### src/rtl/multicycle_instruction_decoder_pkg.sv
// picoMIPS decoder shared definitions: opcode encodings, flag bit indices and FSM state type.
package picomips_pkg;

    localparam logic [5:0] NOP  = 6'h00;
    localparam logic [5:0] ADD  = 6'h02;
    localparam logic [5:0] SUB  = 6'h03;
    localparam logic [5:0] MUL  = 6'h04;
    localparam logic [5:0] ADDI = 6'h0A;
    localparam logic [5:0] SUBI = 6'h0B;
    localparam logic [5:0] MULI = 6'h0C;
    localparam logic [5:0] BEQ  = 6'h18;
    localparam logic [5:0] BNE  = 6'h19;
    localparam logic [5:0] BGE  = 6'h1A;
    localparam logic [5:0] J    = 6'h20;
    localparam logic [5:0] IN   = 6'h30;

    localparam int FLAG_Z = 0;
    localparam int FLAG_N = 1;
    localparam int FLAG_C = 2;

    typedef enum logic [1:0] {
        EXEC     = 2'd0,
        MUL_BUSY = 2'd1,
        IN_WAIT  = 2'd2
    } dec_state_t;

endpackage

### src/rtl/multicycle_instruction_decoder_branch_cond.sv
// Conditional-branch evaluation: decides whether BEQ/BNE/BGE is taken from the supplied flags.
module branch_cond
    import picomips_pkg::*;
#(
    parameter int OPCODE_WIDTH = 6,
    parameter int FLAG_WIDTH   = 3
) (
    input  logic [OPCODE_WIDTH-1:0] opcode,
    input  logic [FLAG_WIDTH-1:0]   flags,
    output logic                    taken
);

    // Carry is not consulted by any branch in this ISA.
    logic flags_unused;
    assign flags_unused = flags[FLAG_C];

    always_comb begin
        taken = 1'b0;
        case (opcode)
            BEQ:     taken = flags[FLAG_Z];
            BNE:     taken = ~flags[FLAG_Z];
            BGE:     taken = ~flags[FLAG_N];
            default: taken = 1'b0;
        endcase
    end

endmodule

### src/rtl/multicycle_instruction_decoder.sv
// picoMIPS multi-cycle decoder: single-cycle ops decoded directly, MUL/MULI and IN sequenced by stalling the PC.
// Define DECODER_FLAG_LATCH_EN to make branches test flags captured at the last ALU write instead of live flags.
module multicycle_instruction_decoder
    import picomips_pkg::*;
#(
    parameter int OPCODE_WIDTH = 6,
    parameter int FUNC_WIDTH   = 3,
    parameter int FLAG_WIDTH   = 3,
    parameter int MUL_CYCLES   = 4
) (
    input  logic                    clk,
    input  logic                    reset,
    input  logic [OPCODE_WIDTH-1:0] opcode,
    input  logic [FLAG_WIDTH-1:0]   flags,
    input  logic                    in_valid,
    output logic                    PC_incr,
    output logic                    PC_abs_branch,
    output logic                    PC_rel_branch,
    output logic [FUNC_WIDTH-1:0]   ALU_func,
    output logic                    imm,
    output logic                    we,
    output logic                    in_sel,
    output logic                    in_ack,
    output logic                    mul_start,
    output logic                    stall
);

    localparam int CNT_W = $clog2(MUL_CYCLES) + 1;
    localparam logic [CNT_W-1:0] CNT_INIT = (MUL_CYCLES > 1) ? CNT_W'(MUL_CYCLES - 2) : '0;

    dec_state_t             state, next_state;
    logic [CNT_W-1:0]       cnt, next_cnt;
    logic [FLAG_WIDTH-1:0]  flags_eff;
    logic                   taken;

`ifdef DECODER_FLAG_LATCH_EN
    logic [FLAG_WIDTH-1:0] flags_q;

    // Only ALU writes update the condition; IN writes go through in_sel and are excluded.
    always_ff @(posedge clk) begin
        if (reset)
            flags_q <= '0;
        else if (we && !in_sel)
            flags_q <= flags;
    end

    assign flags_eff = flags_q;
`else
    assign flags_eff = flags;
`endif

    branch_cond #(
        .OPCODE_WIDTH (OPCODE_WIDTH),
        .FLAG_WIDTH   (FLAG_WIDTH)
    ) u_branch_cond (
        .opcode (opcode),
        .flags  (flags_eff),
        .taken  (taken)
    );

    always_comb begin
        PC_incr       = 1'b0;
        PC_abs_branch = 1'b0;
        PC_rel_branch = 1'b0;
        ALU_func      = '0;
        imm           = 1'b0;
        we            = 1'b0;
        in_sel        = 1'b0;
        in_ack        = 1'b0;
        mul_start     = 1'b0;
        stall         = 1'b0;
        next_state    = state;
        next_cnt      = cnt;

        if (!reset) begin
            case (state)
                EXEC: begin
                    PC_incr = 1'b1;
                    case (opcode)
                        ADD, SUB: begin
                            we       = 1'b1;
                            ALU_func = opcode[FUNC_WIDTH-1:0];
                        end
                        ADDI, SUBI: begin
                            we       = 1'b1;
                            imm      = 1'b1;
                            ALU_func = opcode[FUNC_WIDTH-1:0];
                        end
                        BEQ, BNE, BGE: begin
                            if (taken) begin
                                PC_incr       = 1'b0;
                                PC_rel_branch = 1'b1;
                            end
                        end
                        J: begin
                            PC_incr       = 1'b0;
                            PC_abs_branch = 1'b1;
                        end
                        MUL, MULI: begin
                            mul_start = 1'b1;
                            imm       = (opcode == MULI);
                            ALU_func  = opcode[FUNC_WIDTH-1:0];
                            if (MUL_CYCLES == 1) begin
                                we = 1'b1;
                            end else begin
                                PC_incr    = 1'b0;
                                stall      = 1'b1;
                                next_cnt   = CNT_INIT;
                                next_state = MUL_BUSY;
                            end
                        end
                        IN: begin
                            if (in_valid) begin
                                we     = 1'b1;
                                in_sel = 1'b1;
                                in_ack = 1'b1;
                            end else begin
                                PC_incr    = 1'b0;
                                stall      = 1'b1;
                                next_state = IN_WAIT;
                            end
                        end
                        default: ;
                    endcase
                end
                MUL_BUSY: begin
                    // PC is frozen, so the opcode still names the MUL/MULI in flight.
                    ALU_func = opcode[FUNC_WIDTH-1:0];
                    imm      = (opcode == MULI);
                    if (cnt != '0) begin
                        stall    = 1'b1;
                        next_cnt = cnt - CNT_W'(1);
                    end else begin
                        we         = 1'b1;
                        PC_incr    = 1'b1;
                        next_state = EXEC;
                    end
                end
                IN_WAIT: begin
                    if (in_valid) begin
                        we         = 1'b1;
                        in_sel     = 1'b1;
                        in_ack     = 1'b1;
                        PC_incr    = 1'b1;
                        next_state = EXEC;
                    end else begin
                        stall = 1'b1;
                    end
                end
                default: next_state = EXEC;
            endcase
        end
    end

    always_ff @(posedge clk) begin
        if (reset) begin
            state <= EXEC;
            cnt   <= '0;
        end else begin
            state <= next_state;
            cnt   <= next_cnt;
        end
    end

endmodule
### config.mk
export PLATFORM = sky130hd
export DESIGN_NAME = multicycle_instruction_decoder
export DESIGN_NICKNAME = d
export VERILOG_FILES = /design/src/rtl/multicycle_instruction_decoder_pkg.sv /design/src/rtl/multicycle_instruction_decoder_branch_cond.sv /design/src/rtl/multicycle_instruction_decoder.sv
export SDC_FILE = /design/constraint.sdc
export NUM_CORES = 1
export LEC_CHECK = 0
export CORE_AREA = 2 2 39 41
export CTS_BUF_LIST = sky130_fd_sc_hd__clkbuf_2
export CTS_CLUSTER_DIAMETER = 50
export CTS_CLUSTER_SIZE = 28
export DETAILED_ROUTE_END_ITERATION = 10
export DIE_AREA = 0 0 41 43
export DONT_BUFFER_PORTS = 1
export GPL_TIMING_DRIVEN = 0
export PLACE_DENSITY_LB_ADDON = 0.25
export SLEW_MARGIN = 25
export SYNTH_ARGS = -nofsm -noshare
export SYNTH_HDL_FRONTEND = slang
export SYNTH_HIERARCHICAL = 1
export SYNTH_SLANG_ARGS = --single-unit
### constraint.sdc
create_clock -name clk -period 2.66 [get_ports clk]
set_input_delay 0.266 -clock clk [delete_from_list [all_inputs] [get_ports clk]]
set_output_delay 0.266 -clock clk [all_outputs]
set_load 0.005 [all_outputs]
**After elaboration in Yosys (flattened, before gate mapping)**

Cells that the tools add are included.

- Register bits after elaboration: 5
- Input port bits: 12
- Output and inout port bits: 12

- $add $sub $neg: 1
- Eq/ne operators: 19
- Mux-type cells: 42
- Bitwise gates (word level): 2
- Reduce and logical (&&, ||, !) cells: 11

Operators with widths:

| operator | number |
|---|---|
| 1-bit two-way mux | 21 |
| 6-bit by 4-bit equality test with 1-bit output, second input constant | 3 |
| 6-bit by 5-bit equality test with 1-bit output, second input constant | 3 |
| 1-bit case mux with 3 select lines | 5 |
| 6-bit by 2-bit equality test with 1-bit output, second input constant | 2 |
| 6-bit equality test, second input constant | 2 |
| 3-bit two-way mux | 4 |
| 3-bit case mux with 2 select lines | 2 |
| 1-bit case mux with 2 select lines | 5 |
| 6-bit by 3-bit equality test with 1-bit output, second input constant | 1 |
| 2-bit two-way mux | 3 |
| 2-bit != test, second input constant | 3 |
| 2-bit case mux with 3 select lines | 1 |
| 3-bit OR reduction | 2 |
| 6-bit OR reduction | 1 |
| 2-bit case mux with 2 select lines | 1 |
| 4-bit AND reduction | 1 |
| 2-bit OR reduction | 2 |
| 4-bit OR reduction | 1 |
| 3-bit by 1-bit != test with 1-bit output, second input constant | 1 |
| 3-bit != test, second input constant | 1 |
| 3-bit AND reduction | 1 |
| 3-bit nonzero test | 1 |
| 3-bit by 1-bit subtractor with 3-bit output, second input constant | 1 |
| other kinds (6) | 7 |

**Logic depth before layout (Yosys ltp)**

Gate-level depths: netlist (run 1).

- Depth after elaboration: 6
- Gate-level depth with buffers: 6
- Gate-level depth less buffers: 6

**Cells and area by module**

The synthesis (run 1) kept the hierarchy.

Modules (own cells, without submodules):

| module | instances | cells each | area each (µm²) |
|---|---|---|---|
| multicycle_instruction_decoder | 1 | 70 | 495.5 |
| branch_cond | 1 | 4 | 36.3 |

**Worst setup path after synthesis (run 1)**

No wires, ideal clock.

- Kind: register -> output
- From: register cnt[0]
- To: output stall
- Data arrival time: 1165 ps
- Slack: 1229 ps
- Stages on the path, launching flop included: 7
- Cells stage by stage: dfxtp_1 -> inv_1 -> ha_1 -> nand2b_1 -> a32oi_2 -> o21ai_0 -> and3b_1

- Longest elaborated chain between the ends: 4

Ends and longest elaborated chain:

| what | RTL line | RTL |
|---|---|---|
| from (decl) | multicycle_instruction_decoder.sv:32 | `logic [CNT_W-1:0] cnt, next_cnt;` |
| from (signal assigned) | multicycle_instruction_decoder.sv:161 | `cnt <= next_cnt;` |
| 3-bit nonzero test | multicycle_instruction_decoder.sv:130 | `if (cnt != '0) begin` |
| 1-bit two-way mux | multicycle_instruction_decoder.sv:130 |  |
| 1-bit case mux with 3 select lines | multicycle_instruction_decoder.sv:76 | `case (state)` |
| 1-bit two-way mux | multicycle_instruction_decoder.sv:75 | `if (!reset) begin` |
| to (decl) | multicycle_instruction_decoder.sv:25 | `output logic stall` |

No other way between the ends.

**Final worst setup path (run 1)**

Same ends and word-level chain as after synthesis.

==> flow_summary.rst, run 1 <==
.. list-table::
   :header-rows: 1

   * - Metric
     - Value
   * - Final critical-path required period
     - 1.82 ns
   * - Filler cell count in the final layout
     - 149
   * - Reg clk slew, reported paths
     - 0.06 ns
   * - Largest incremental delay on the critical path
     - 0.32 ns
   * - Die outline height
     - 43 µm
   * - Via count of the routed design
     - 536
   * - Synthesis-stage register bit count
     - 5
   * - Number of distinct standard cells referenced by the synthesized netlist
     - 32
   * - Setup violators final
     - 0
   * - Overall die area
     - 1760 µm²
   * - Unrepaired setup endpoints after global routing
     - false
   * - Worst path slowest cell
     - dfxtp_1
   * - Area Overhead vs Synth
     - 7.53%
   * - Port Buf Inserts
     - 0
   * - N_diodes
     - 0
   * - Final estimated routing congestion in global placement
     - 0.774
   * - Compound-gate portion of the synthesized area
     - 26.4%
   * - Clk buf depth
     - 2
   * - IR Drop Worst-Case VDD
     - 185 µV
   * - WL final
     - 1200 µm
   * - Met3 Routed Length
     - 84 µm
   * - Max layer used
     - met4
   * - Met2 wirelength from detailed routing
     - 533 µm
   * - Effective utilization at floorplan
     - 38.4%
   * - Yosys Warn Count
     - 6
   * - Slew at the pin with the worst max-slew slack
     - 0.402 ns
   * - Vias in the first global route
     - 486
   * - # IOs
     - 24
   * - Final net count
     - 93
   * - Clock Latency Late Sink
     - 0.23 ns
   * - Half-perimeter wire length after detailed placement
     - 947 µm
   * - Period Utilization, post-route
     - 68.5%
   * - Post-synthesis adder-cell area fraction
     - 4.71%
   * - Antenna violations before repair
     - 0
   * - Standard-cell rows
     - 14
   * - CP startpoint kind
     - flip-flop
   * - Share of the synthesized netlist area taken by xor and xnor gates
     - 1.65%
   * - Gr usage total
     - 16.7%
   * - Cell chain of the critical path
     - inv_1 -> ha_1 -> nand2b_1 -> a32oi_2 -> o21ai_0 -> and3b_1
   * - Combined buffer and inverter count along the critical path
     - 1
   * - Hold WS
     - 0.111 ns
   * - Fraction of the yosys area taken by sequential cells
     - 18.8%
   * - Pre-antenna DRT Iters
     - 2
   * - Routed met1 length
     - 566 µm
   * - Overall die width
     - 41 µm
   * - Max-slew violation total from the final report
     - 0
   * - Cell type with the largest total area after synthesis
     - dfxtp_1
   * - Iteration-0 DRC count of the detailed router
     - 5
   * - Aggregate negative setup slack
     - 0 ns
   * - Status
     - finished clean
   * - Area used by sequential logic in the layout
     - 100 µm²
   * - Maximum number of pins on one net before global-route repair
     - 11
   * - Required time reported for the critical path endpoint
     - 2.39 ns
   * - Share of layout cells above drive strength 1
     - 11.5%
   * - Arrival @ worst endpoint
     - 1.56 ns
   * - Multiplexer share of the synthesized area
     - 0%
   * - Remaining global-route overflow
     - 0
   * - Power per cell area
     - 311 nW/µm²
   * - Multi-input gate area
     - 383 µm²
   * - Synthesized area
     - 532 µm²
   * - Hold WC Path Type
     - input port to flip-flop
   * - Number of CTS-inserted buffers
     - 3
   * - Proportion of netlist area held by the largest area contributor
     - 18.8%
   * - Total of cells resized after clock tree synthesis
     - 0
   * - Post-CTS repair timing setup buffer count
     - 0
   * - Crit. End Element
     - output port
   * - Average cell area after synthesis
     - 7.19 µm²
   * - Internal reg-to-reg setup slack
     - 1.13 ns
   * - Largest fanout on the critical path
     - 5
   * - CTS tree
     - done
   * - CP Class
     - flip-flop to output port
   * - Clock skew
     - 0.00442 ns
   * - Number of enable-type register cells in the synthesized netlist
     - 0
   * - Synth async-reset ratio
     - 0%
   * - Synthesized netlist net count
     - 88
   * - Vias per cell
     - 5.70
   * - Average wire per cell in the routed design
     - 12.8 µm
   * - Gate Count Post-Synth
     - 74
   * - First-pass GRT wire length
     - 1970 µm
   * - Peak Freq
     - 0.549 GHz
   * - Final routed DRC violation total
     - 0
   * - Most area-consuming cells after synthesis
     - dfxtp_1 (19%), nor2_1 (7.1%), o21ai_0 (6.6%)
   * - Leakage power
     - 0.229 nW
   * - Post-Synth Simple-Gate Area
     - 39.3%
   * - Number of hold buffers added after cts
     - 0
   * - Count of final hold-check violations
     - 0
   * - Htree depth
     - 1
   * - Max_cap viols
     - 0
   * - Clock sink count
     - 5
   * - Max-slew headroom at the worst pin
     - 73.1%
   * - Antenna-violating nets left
     - 0
   * - Worst path top cell family by delay
     - compound AO/OA/AOI/OAI gates
   * - Combinational family with the most area after synthesis
     - simple AND/OR/NAND/NOR gates
   * - Placeable core region
     - 1380 µm²
   * - Most common flop cell mapped by yosys
     - dfxtp_1
   * - Cell at the root of the clock tree
     - clkbuf_2
-- area by class of cell --
class | count | area share, %
tap | 16 | 3.50
inverter | 6 | 3.94
buffer | 4 | 4.60
multi-input combinational | 59 | 67.0
sequential | 5 | 17.5
clock buffer | 4 | 3.50
-- metrics by stage --
| step | setup WS, ns | power [mW] | cell area, µm² | util, % | cells |
|---|---|---|---|---|---|
| 3_3_place_gp | 1.09 | 0.105 | 552 | 39.9 | 90 |
| 2_1_floorplan | 1.23 | 0.101 | 532 | - | 74 |
| 3_5_place_dp | 1.07 | 0.106 | 552 | 39.9 | 90 |
| 4_1_cts | 0.809 | 0.179 | 572 | 41.3 | 94 |
| 5_1_grt | 0.699 | 0.191 | 572 | 41.3 | 94 |
| 6_report | 0.838 | 0.178 | 572 | 41.3 | 94 |
-- flip-flops by register name, indices dropped and copies added (netlist names) --
| name | cells |
|---|---|
| cnt | 3 |
| state | 2 |
-- metal layers --
layer	track usage, %	vias up
met4	12.0	0
met3	5.24	2
met2	23.4	17
met5	0	-
met1	20.3	243
li1	-	274
-- synthesized netlist by cell type, types with 2 or more instances --
master / number
a211oi_1: 2
a21oi_1: 5
clkbuf_1: 2
dfxtp_1: 5
ha_1: 2
inv_1: 6
nand2_1: 6
nand2b_1: 2
nor2_1: 10
nor2b_1: 2
nor3_1: 4
o21a_1: 2
o21ai_0: 7
-- report_power, final --
| group | total (mW) | leakage [nW] | switching [mW] | internal (mW) |
|---|---|---|---|---|
| Sequential | 0.0766 | 0.0404 | 0.000680 | 0.0759 |
| Combinational | 0.0276 | 0.172 | 0.0159 | 0.0117 |
| Clock | 0.0736 | 0.0166 | 0.0339 | 0.0398 |
| Total | 0.178 | 0.229 | 0.0505 | 0.127 |
-- kinds of logic after synthesis --
family / Yosys count
compound gates: 21
xor+xnor: 1
fa+ha+maj: 2
buf+inv: 10
flops: 5
simple gates: 35
-- path summary, 6_finish.rpt --
path	cells past startpoint	to	startpoint
max reg2reg	6	cnt[2]$_SDFFE_PP0P_	cnt[0]$_SDFFE_PP0P_
min reg2reg	2	cnt[2]$_SDFFE_PP0P_	cnt[2]$_SDFFE_PP0P_
min	1	state[1]$_SDFFE_PP0P_	in_valid
max	6	stall	cnt[0]$_SDFFE_PP0P_
-- layout by cell type (no fill, tap or decap), types with 2 or more instances in the layout --
master and count:
nor2_1 10, o21ai_0 7, inv_1 6, nand2_1 6, a21oi_1 5, dfxtp_1 5
nor3_1 4, clkbuf_2 4, clkbuf_1 2, nor2b_1 2, nand2b_1 2, o21a_1 2
a211oi_1 2, ha_1 2
(Power assumes the default switching activity.)
==> run 2: changes to the inputs <==
==> constraint.sdc (replaced) <==
create_clock -name clk -period 1.9 [get_ports clk]
set_input_delay 0.19 -clock clk [delete_from_list [all_inputs] [get_ports clk]]
set_output_delay 0.19 -clock clk [all_outputs]
set_load 0.005 [all_outputs]
==> results of run 2 <==
The final DEF is identical to that of run 1. Status: finished clean.
Main changes from that run: setup slack after placement 1.07 ns -> 0.368 ns; setup slack after layout 0.838 ns -> 0.154 ns; hold slack 0.111 ns -> 0.0351 ns; register-to-register setup slack 1.13 ns -> 0.37 ns; total power 0.178 mW -> 0.249 mW; worst IR drop on VDD 185 µV -> 259 µV
